## src/rtl/board_controller.sv

```systemverilog
// board_controller: tic-tac-toe board state, move validation, turn and win/draw tracking.
module board_controller (
    input  logic        clk,
    input  logic        rst_n,
    input  logic        new_game,
    input  logic        move_valid,
    input  logic [3:0]  move_pos,
    output logic        move_ready,
    output logic        move_ack,
    output logic        move_err,
    output logic [17:0] board,
    output logic [1:0]  turn,
    output logic [3:0]  move_count,
    output logic        game_over,
    output logic [1:0]  winner,
    output logic        draw
);

    localparam int unsigned NUM_CELLS = 9;
    localparam logic [1:0]  CELL_EMPTY = 2'b00;
    localparam logic [1:0]  PLAYER_X   = 2'b01;
    localparam logic [1:0]  PLAYER_O   = 2'b10;

    typedef enum logic [1:0] {
        S_PLAY  = 2'd0,
        S_CHECK = 2'd1,
        S_OVER  = 2'd2
    } state_t;

    state_t      r_state;
    logic [17:0] r_board;
    logic [1:0]  r_turn;
    logic [3:0]  r_move_count;
    logic        r_move_ready;
    logic        r_move_ack;
    logic        r_move_err;
    logic        r_game_over;
    logic [1:0]  r_winner;
    logic        r_draw;

    logic [1:0]  w_cells [NUM_CELLS];
    logic        w_illegal;
    logic [1:0]  w_win_code;

    // Returns the line's cell code when all three cells match and are occupied.
    function automatic logic [1:0] line_win(input logic [1:0] a, input logic [1:0] b,
                                            input logic [1:0] c);
        return ((a != CELL_EMPTY) && (a == b) && (b == c)) ? a : CELL_EMPTY;
    endfunction

    // Unpack the board into cells and decide whether the presented move is illegal.
    always_comb begin
        for (int i = 0; i < int'(NUM_CELLS); i++) begin
            w_cells[i] = r_board[2*i +: 2];
        end
        w_illegal = 1'b1;
        if (move_pos <= 4'd8) begin
            w_illegal = (w_cells[move_pos] != CELL_EMPTY);
        end
    end

    // Scan all eight lines; only the last mover can win, so OR-merging is safe.
    always_comb begin
        w_win_code = line_win(w_cells[0], w_cells[1], w_cells[2])
                   | line_win(w_cells[3], w_cells[4], w_cells[5])
                   | line_win(w_cells[6], w_cells[7], w_cells[8])
                   | line_win(w_cells[0], w_cells[3], w_cells[6])
                   | line_win(w_cells[1], w_cells[4], w_cells[7])
                   | line_win(w_cells[2], w_cells[5], w_cells[8])
                   | line_win(w_cells[0], w_cells[4], w_cells[8])
                   | line_win(w_cells[2], w_cells[4], w_cells[6]);
    end

    // Game FSM with registered status outputs; new_game outranks any handshake.
    always_ff @(posedge clk or negedge rst_n) begin
        if (!rst_n) begin
            r_state      <= S_PLAY;
            r_board      <= '0;
            r_turn       <= PLAYER_X;
            r_move_count <= '0;
            r_move_ready <= 1'b1;
            r_move_ack   <= 1'b0;
            r_move_err   <= 1'b0;
            r_game_over  <= 1'b0;
            r_winner     <= CELL_EMPTY;
            r_draw       <= 1'b0;
        end else begin
            r_move_ack <= 1'b0;
            r_move_err <= 1'b0;
            if (new_game) begin
                r_state      <= S_PLAY;
                r_board      <= '0;
                r_turn       <= PLAYER_X;
                r_move_count <= '0;
                r_move_ready <= 1'b1;
                r_game_over  <= 1'b0;
                r_winner     <= CELL_EMPTY;
                r_draw       <= 1'b0;
            end else begin
                case (r_state)
                    S_PLAY: begin
                        if (move_valid) begin
                            if (w_illegal) begin
                                r_move_err <= 1'b1;
                            end else begin
                                for (int i = 0; i < int'(NUM_CELLS); i++) begin
                                    if (move_pos == 4'(i)) begin
                                        r_board[2*i +: 2] <= r_turn;
                                    end
                                end
                                r_move_count <= r_move_count + 4'd1;
                                r_move_ack   <= 1'b1;
                                r_move_ready <= 1'b0;
                                r_state      <= S_CHECK;
                            end
                        end
                    end
                    S_CHECK: begin
                        if (w_win_code != CELL_EMPTY) begin
                            r_state     <= S_OVER;
                            r_game_over <= 1'b1;
                            r_winner    <= w_win_code;
                        end else if (r_move_count == 4'd9) begin
                            r_state     <= S_OVER;
                            r_game_over <= 1'b1;
                            r_draw      <= 1'b1;
                            r_winner    <= CELL_EMPTY;
                        end else begin
                            r_turn       <= (r_turn == PLAYER_X) ? PLAYER_O : PLAYER_X;
                            r_move_ready <= 1'b1;
                            r_state      <= S_PLAY;
                        end
                    end
                    S_OVER: begin
                        r_move_ready <= 1'b0;
                    end
                    default: begin
                        r_state      <= S_PLAY;
                        r_move_ready <= 1'b1;
                    end
                endcase
            end
        end
    end

    assign move_ready = r_move_ready;
    assign move_ack   = r_move_ack;
    assign move_err   = r_move_err;
    assign board      = r_board;
    assign turn       = r_turn;
    assign move_count = r_move_count;
    assign game_over  = r_game_over;
    assign winner     = r_winner;
    assign draw       = r_draw;

endmodule
```

## config.mk

```make
export PLATFORM = sky130hd
export DESIGN_NAME = board_controller
export DESIGN_NICKNAME = d
export VERILOG_FILES = /design/src/rtl/board_controller.sv
export SDC_FILE = /design/constraint.sdc
export NUM_CORES = 1
export LEC_CHECK = 0
export BUFFER_PORTS_ARGS = -buffer_cell sky130_fd_sc_hd__buf_4
export CAP_MARGIN = 20
export CORE_UTILIZATION = 50
export CTS_CLUSTER_DIAMETER = 150
export DETAILED_ROUTE_END_ITERATION = 8
export HOLD_SLACK_MARGIN = 0.1
export PLACE_DENSITY = 0.7
export RECOVER_POWER = 50
export SLEW_MARGIN = 10
export SYNTH_ARGS = -nofsm -noshare
export SYNTH_HDL_FRONTEND = slang
export SYNTH_SLANG_ARGS = --single-unit
```

## constraint.sdc

```tcl
create_clock -name clk -period 7.7 [get_ports clk]
set_clock_uncertainty 0.05 [all_clocks]
set_input_delay 1.155 -clock clk [delete_from_list [all_inputs] [get_ports clk]]
set_output_delay 1.155 -clock clk [all_outputs]
set_load 0.02 [all_outputs]
```

==> Implementation_results.wiki <==
{| class="wikitable"
! Metric !! Value
|-
| GR Util met2 || roughly two fifths
|-
| Yosys top cell area share || roughly two fifths
|-
| Max VDD drop || approximately 100 µV
|-
| TritonCTS clock tree || yes
|-
| Highest-count cells in the layout ignoring fill and taps || 31 x sky130_fd_sc_hd__dfrtp_1, 25 x sky130_fd_sc_hd__nor2_1, 22 x sky130_fd_sc_hd__buf_4, 17 x sky130_fd_sc_hd__nor3_1, 16 x sky130_fd_sc_hd__clkbuf_1
|-
| Final layout net count || 262
|-
| Cts bufs inserted || 5
|-
| Post-route fraction of the period consumed by the critical path || 39.45%
|-
| Synthesized flop and latch total || 33
|-
| Worst reg2reg setup slack || about 5 ns
|-
| Initial standard-cell utilization of the core || between 50% and 60%
|-
| Maximum Capacitance Violations || 1
|-
| Total nets after synthesis || roughly 230
|-
| Top_reg_cell synth || sky130_fd_sc_hd__dfrtp_1
|-
| Vias in the first global route || about 1.8k
|-
| Number of remaining DRC errors || 0
|-
| Die Y-Extent || 65.26 µm
|-
| Yosys top cell by area || sky130_fd_sc_hd__dfrtp_1
|-
| Mapped cell area || 2001 µm²
|-
| Final Setup Violations || 0
|-
| Pre-CTS setup slack || 4.404 ns
|-
| Number of placed I/O pins || 39
|-
| CTS root buf || sky130_fd_sc_hd__clkbuf_8
|-
| Violated checks || capacitance limit, slew limit
|-
| Via density per instance || between 6 and 7
|-
| Total routing usage reported by global routing || between 20% and 30%
|-
| Type of element launching the critical path || input port
|-
| Final setup margin || approximately 4.7 ns
|-
| Power per standard cell area || 160.4 nW/µm²
|-
| Routed wire length per instance || ~17 µm
|-
| Number of buffers added to fix hold violations after cts || 0
|-
| CTS sink cnt || 33
|-
| Met3 demand-to-capacity share in global routing || under 10%
|-
| Vias || between 1.5k and 2k
|-
| Sum of negative setup slack || 0 ns
|-
| Overall power consumption || about 370 µW
|-
| Global placer's final weighted congestion || around 0.85
|-
| Synth Area per Inst || approximately 8.9 µm²
|-
| Distinct cell type count of the synthesized netlist || between 40 and 50
|-
| Post-CTS setup buffer count || 0
|-
| Global-route wire length before repair || 8.666 mm
|-
| M1 GR Usage || 37.82%
|-
| Port Buffer Count || 38
|-
| Initial drt markers || between 200 and 250
|-
| Die X-Extent || 65.26 µm
|-
| Hold Worst Slack || ~0.47 ns
|-
| Fraction of synthesis flops using an asynchronous set or reset pin || 100.0%
|-
| Classification of the worst-slack hold path || register to register
|-
| Antenna violations before repair || 0
|-
| Cell Chain, Critical Path || buf_4 -> or4_1 -> o21ai_1 -> o311ai_2 -> nor2_2 -> nand3b_1 -> o41ai_1
|-
| CTS resizes || 0
|-
| Die area || around 4300 µm²
|-
| GRT busiest layer || met2
|-
| Worst slew margin || -16.02%
|-
| Post-synth EDFFs || 0
|-
| Clk pin slew, worst setup/hold paths || roughly 0.070 ns
|-
| Worst Setup Path Type || input port to register
|-
| Count of endpoints failing hold in the final timing report || 0
|-
| Core Area || between 3000 and 4000 µm²
|-
| Total detailed-routing wirelength || between 5 and 6 mm
|-
| Insertion delay to the later sink of the worst-skew pair || roughly 0.28 ns
|-
| Setup repair after global routing missed its margin || false
|-
| Number of inserted diodes || 0
|-
| Top post-synthesis cells by area || sky130_fd_sc_hd__dfrtp_1 39%, sky130_fd_sc_hd__nor2_1 4.7%, sky130_fd_sc_hd__nor3_1 4.3%, sky130_fd_sc_hd__and3_1 2.8%, sky130_fd_sc_hd__inv_1 2.8%
|-
| Number of fill cells || 366
|-
| Crit path largest cell delay || approximately 0.51 ns
|-
| Clock buffer depth || 2
|-
| Status || complete, but fails checks
|-
| Minimum clock period after layout || 3.038 ns
|-
| Deepest level of the CTS H-tree || 2
|-
| Share of cells above drive strength 1 || approximately 15%
|-
| P_leak || around 0.99 nW
|-
| Worst path slowest cell || sky130_fd_sc_hd__or4_1
|-
| Sequential-to-total area share from yosys stat || between 40% and 50%
|-
| DP Cell Count || 293
|-
| Cells after Synth || between 200 and 250
|-
| Placed wire-length estimate || 3.513 mm
|-
| First drt pass iteration count || 4
|-
| Cell row count || 22
|-
| Number of max-slew violations in the final report || 34
|-
| Total overflow reported by the global router || 0
|-
| Pin count of the biggest net entering global routing || 40
|-
| Layout-stage area growth over the synthesis result || 14.76%
|-
| Endpoint type of the worst setup path || register
|-
| Transition time at the pin with the least slew margin || between 1.5 and 2 ns
|-
| Final antenna-violating net count || 0
|-
| Worst-path fanout max || 18
|-
| Post-Layout Cell Count || 301
|-
| Required @ worst endpoint || roughly 8 ns
|-
| Yosys synthesis warning count || 0
|-
| Maximum achievable frequency || 329.2 MHz
|-
| Commonest non-fill, non-tap cell in the layout || sky130_fd_sc_hd__dfrtp_1
|-
| Data arrival time of the worst path || 3.16 ns
|}
[critical path: cells and delay by family]
| kind | cells | cell delay [ns] |
|---|---|---|
| buffers and inverters | 1 | 0.17 |
| AND/OR/NAND/NOR | 3 | 1.04 |
| AO/OA/AOI/OAI | 3 | 0.79 |
[registers in the layout (all words and copies together), names as in the netlist]
signal	flops
move_count	4
draw	1
winner	2
r_state	2
game_over	1
move_err	1
board	18
turn	2
move_ready	1
move_ack	1
[Yosys cell counts, types with 2 or more instances]
master,number
sky130_fd_sc_hd__dfrtp_1,31
sky130_fd_sc_hd__nor2_1,25
sky130_fd_sc_hd__nor3_1,17
sky130_fd_sc_hd__inv_1,15
sky130_fd_sc_hd__nand2_1,11
sky130_fd_sc_hd__a21oi_1,10
sky130_fd_sc_hd__clkbuf_1,10
sky130_fd_sc_hd__and3_1,9
sky130_fd_sc_hd__nand3_1,7
sky130_fd_sc_hd__o22ai_1,7
sky130_fd_sc_hd__nor4bb_1,5
sky130_fd_sc_hd__o2111ai_1,5
sky130_fd_sc_hd__o21ai_0,5
sky130_fd_sc_hd__a31oi_1,4
sky130_fd_sc_hd__a41oi_1,4
sky130_fd_sc_hd__buf_2,4
sky130_fd_sc_hd__nand3b_1,4
sky130_fd_sc_hd__o31ai_1,4
sky130_fd_sc_hd__buf_6,3
sky130_fd_sc_hd__nand2b_1,3
sky130_fd_sc_hd__nor2b_1,3
sky130_fd_sc_hd__or4_1,3
sky130_fd_sc_hd__a211oi_1,2
sky130_fd_sc_hd__a311oi_1,2
sky130_fd_sc_hd__dfstp_2,2
sky130_fd_sc_hd__ha_1,2
sky130_fd_sc_hd__mux2i_1,2
sky130_fd_sc_hd__nand4b_1,2
sky130_fd_sc_hd__o41ai_1,2
sky130_fd_sc_hd__or3_1,2
[power breakdown]
group / internal, mW / total [mW] / switching [mW]
sequential: 0.178 / 0.184 / 0.00629
combinational: 0.0136 / 0.0414 / 0.0278
clock: 0.0808 / 0.143 / 0.0619
[final timing paths]
| kind | startpoint | endpoint | cells after the start |
|---|---|---|---|
| min in group asynchronous | rst_n | board[7] | 1 |
| setup reg to reg | board[17] | turn[1] | 6 |
| hold / removal | game_over | game_over | 2 |
| max in group asynchronous | rst_n | move_ack | 1 |
| setup / recovery | move_pos[0] | board[12] | 7 |
| hold reg to reg | game_over | game_over | 2 |
[final cells by class]
cell class	instances	area [µm²]	area share, %
Clock buffer	7	96.34	4.196
Clock inverter	1	5.005	0.2180
Inverter	15	56.30	2.452
Multi-Input combinational cell	159	1025	44.63
Sequential cell	33	828.3	36.08
Tap cell	48	60.06	2.616
Timing Repair Buffer	38	225.2	9.809
[stage by stage]
| stage | utilization, % | instance area, µm² |
|---|---|---|
| after floorplan | - | 2001 |
| after global placement | 60.23 | 2255 |
| after detailed placement | 60.23 | 2255 |
| after CTS | 62.93 | 2356 |
| after global routing | 61.33 | 2296 |
| final | 61.33 | 2296 |
[cells by family after synthesis]
| logic type | synth area share (%) |
|---|---|
| muxes | 2.689 |
| buffers and inverters | 7.380 |
| xor gates and xnor gates | 0.4379 |
| AOI/OAI and AO/OA | 19.51 |
| adders and majority gates | 1.251 |
| DFF | 41.40 |
| and+or+nand+nor | 27.33 |
[metal layers]
metal	up-vias	routed length (µm)
met2	90	2355
met1	901	2399
met5	-	0
li1	895	-
met3	12	383
met4	0	85
(Power assumes the default switching activity.)
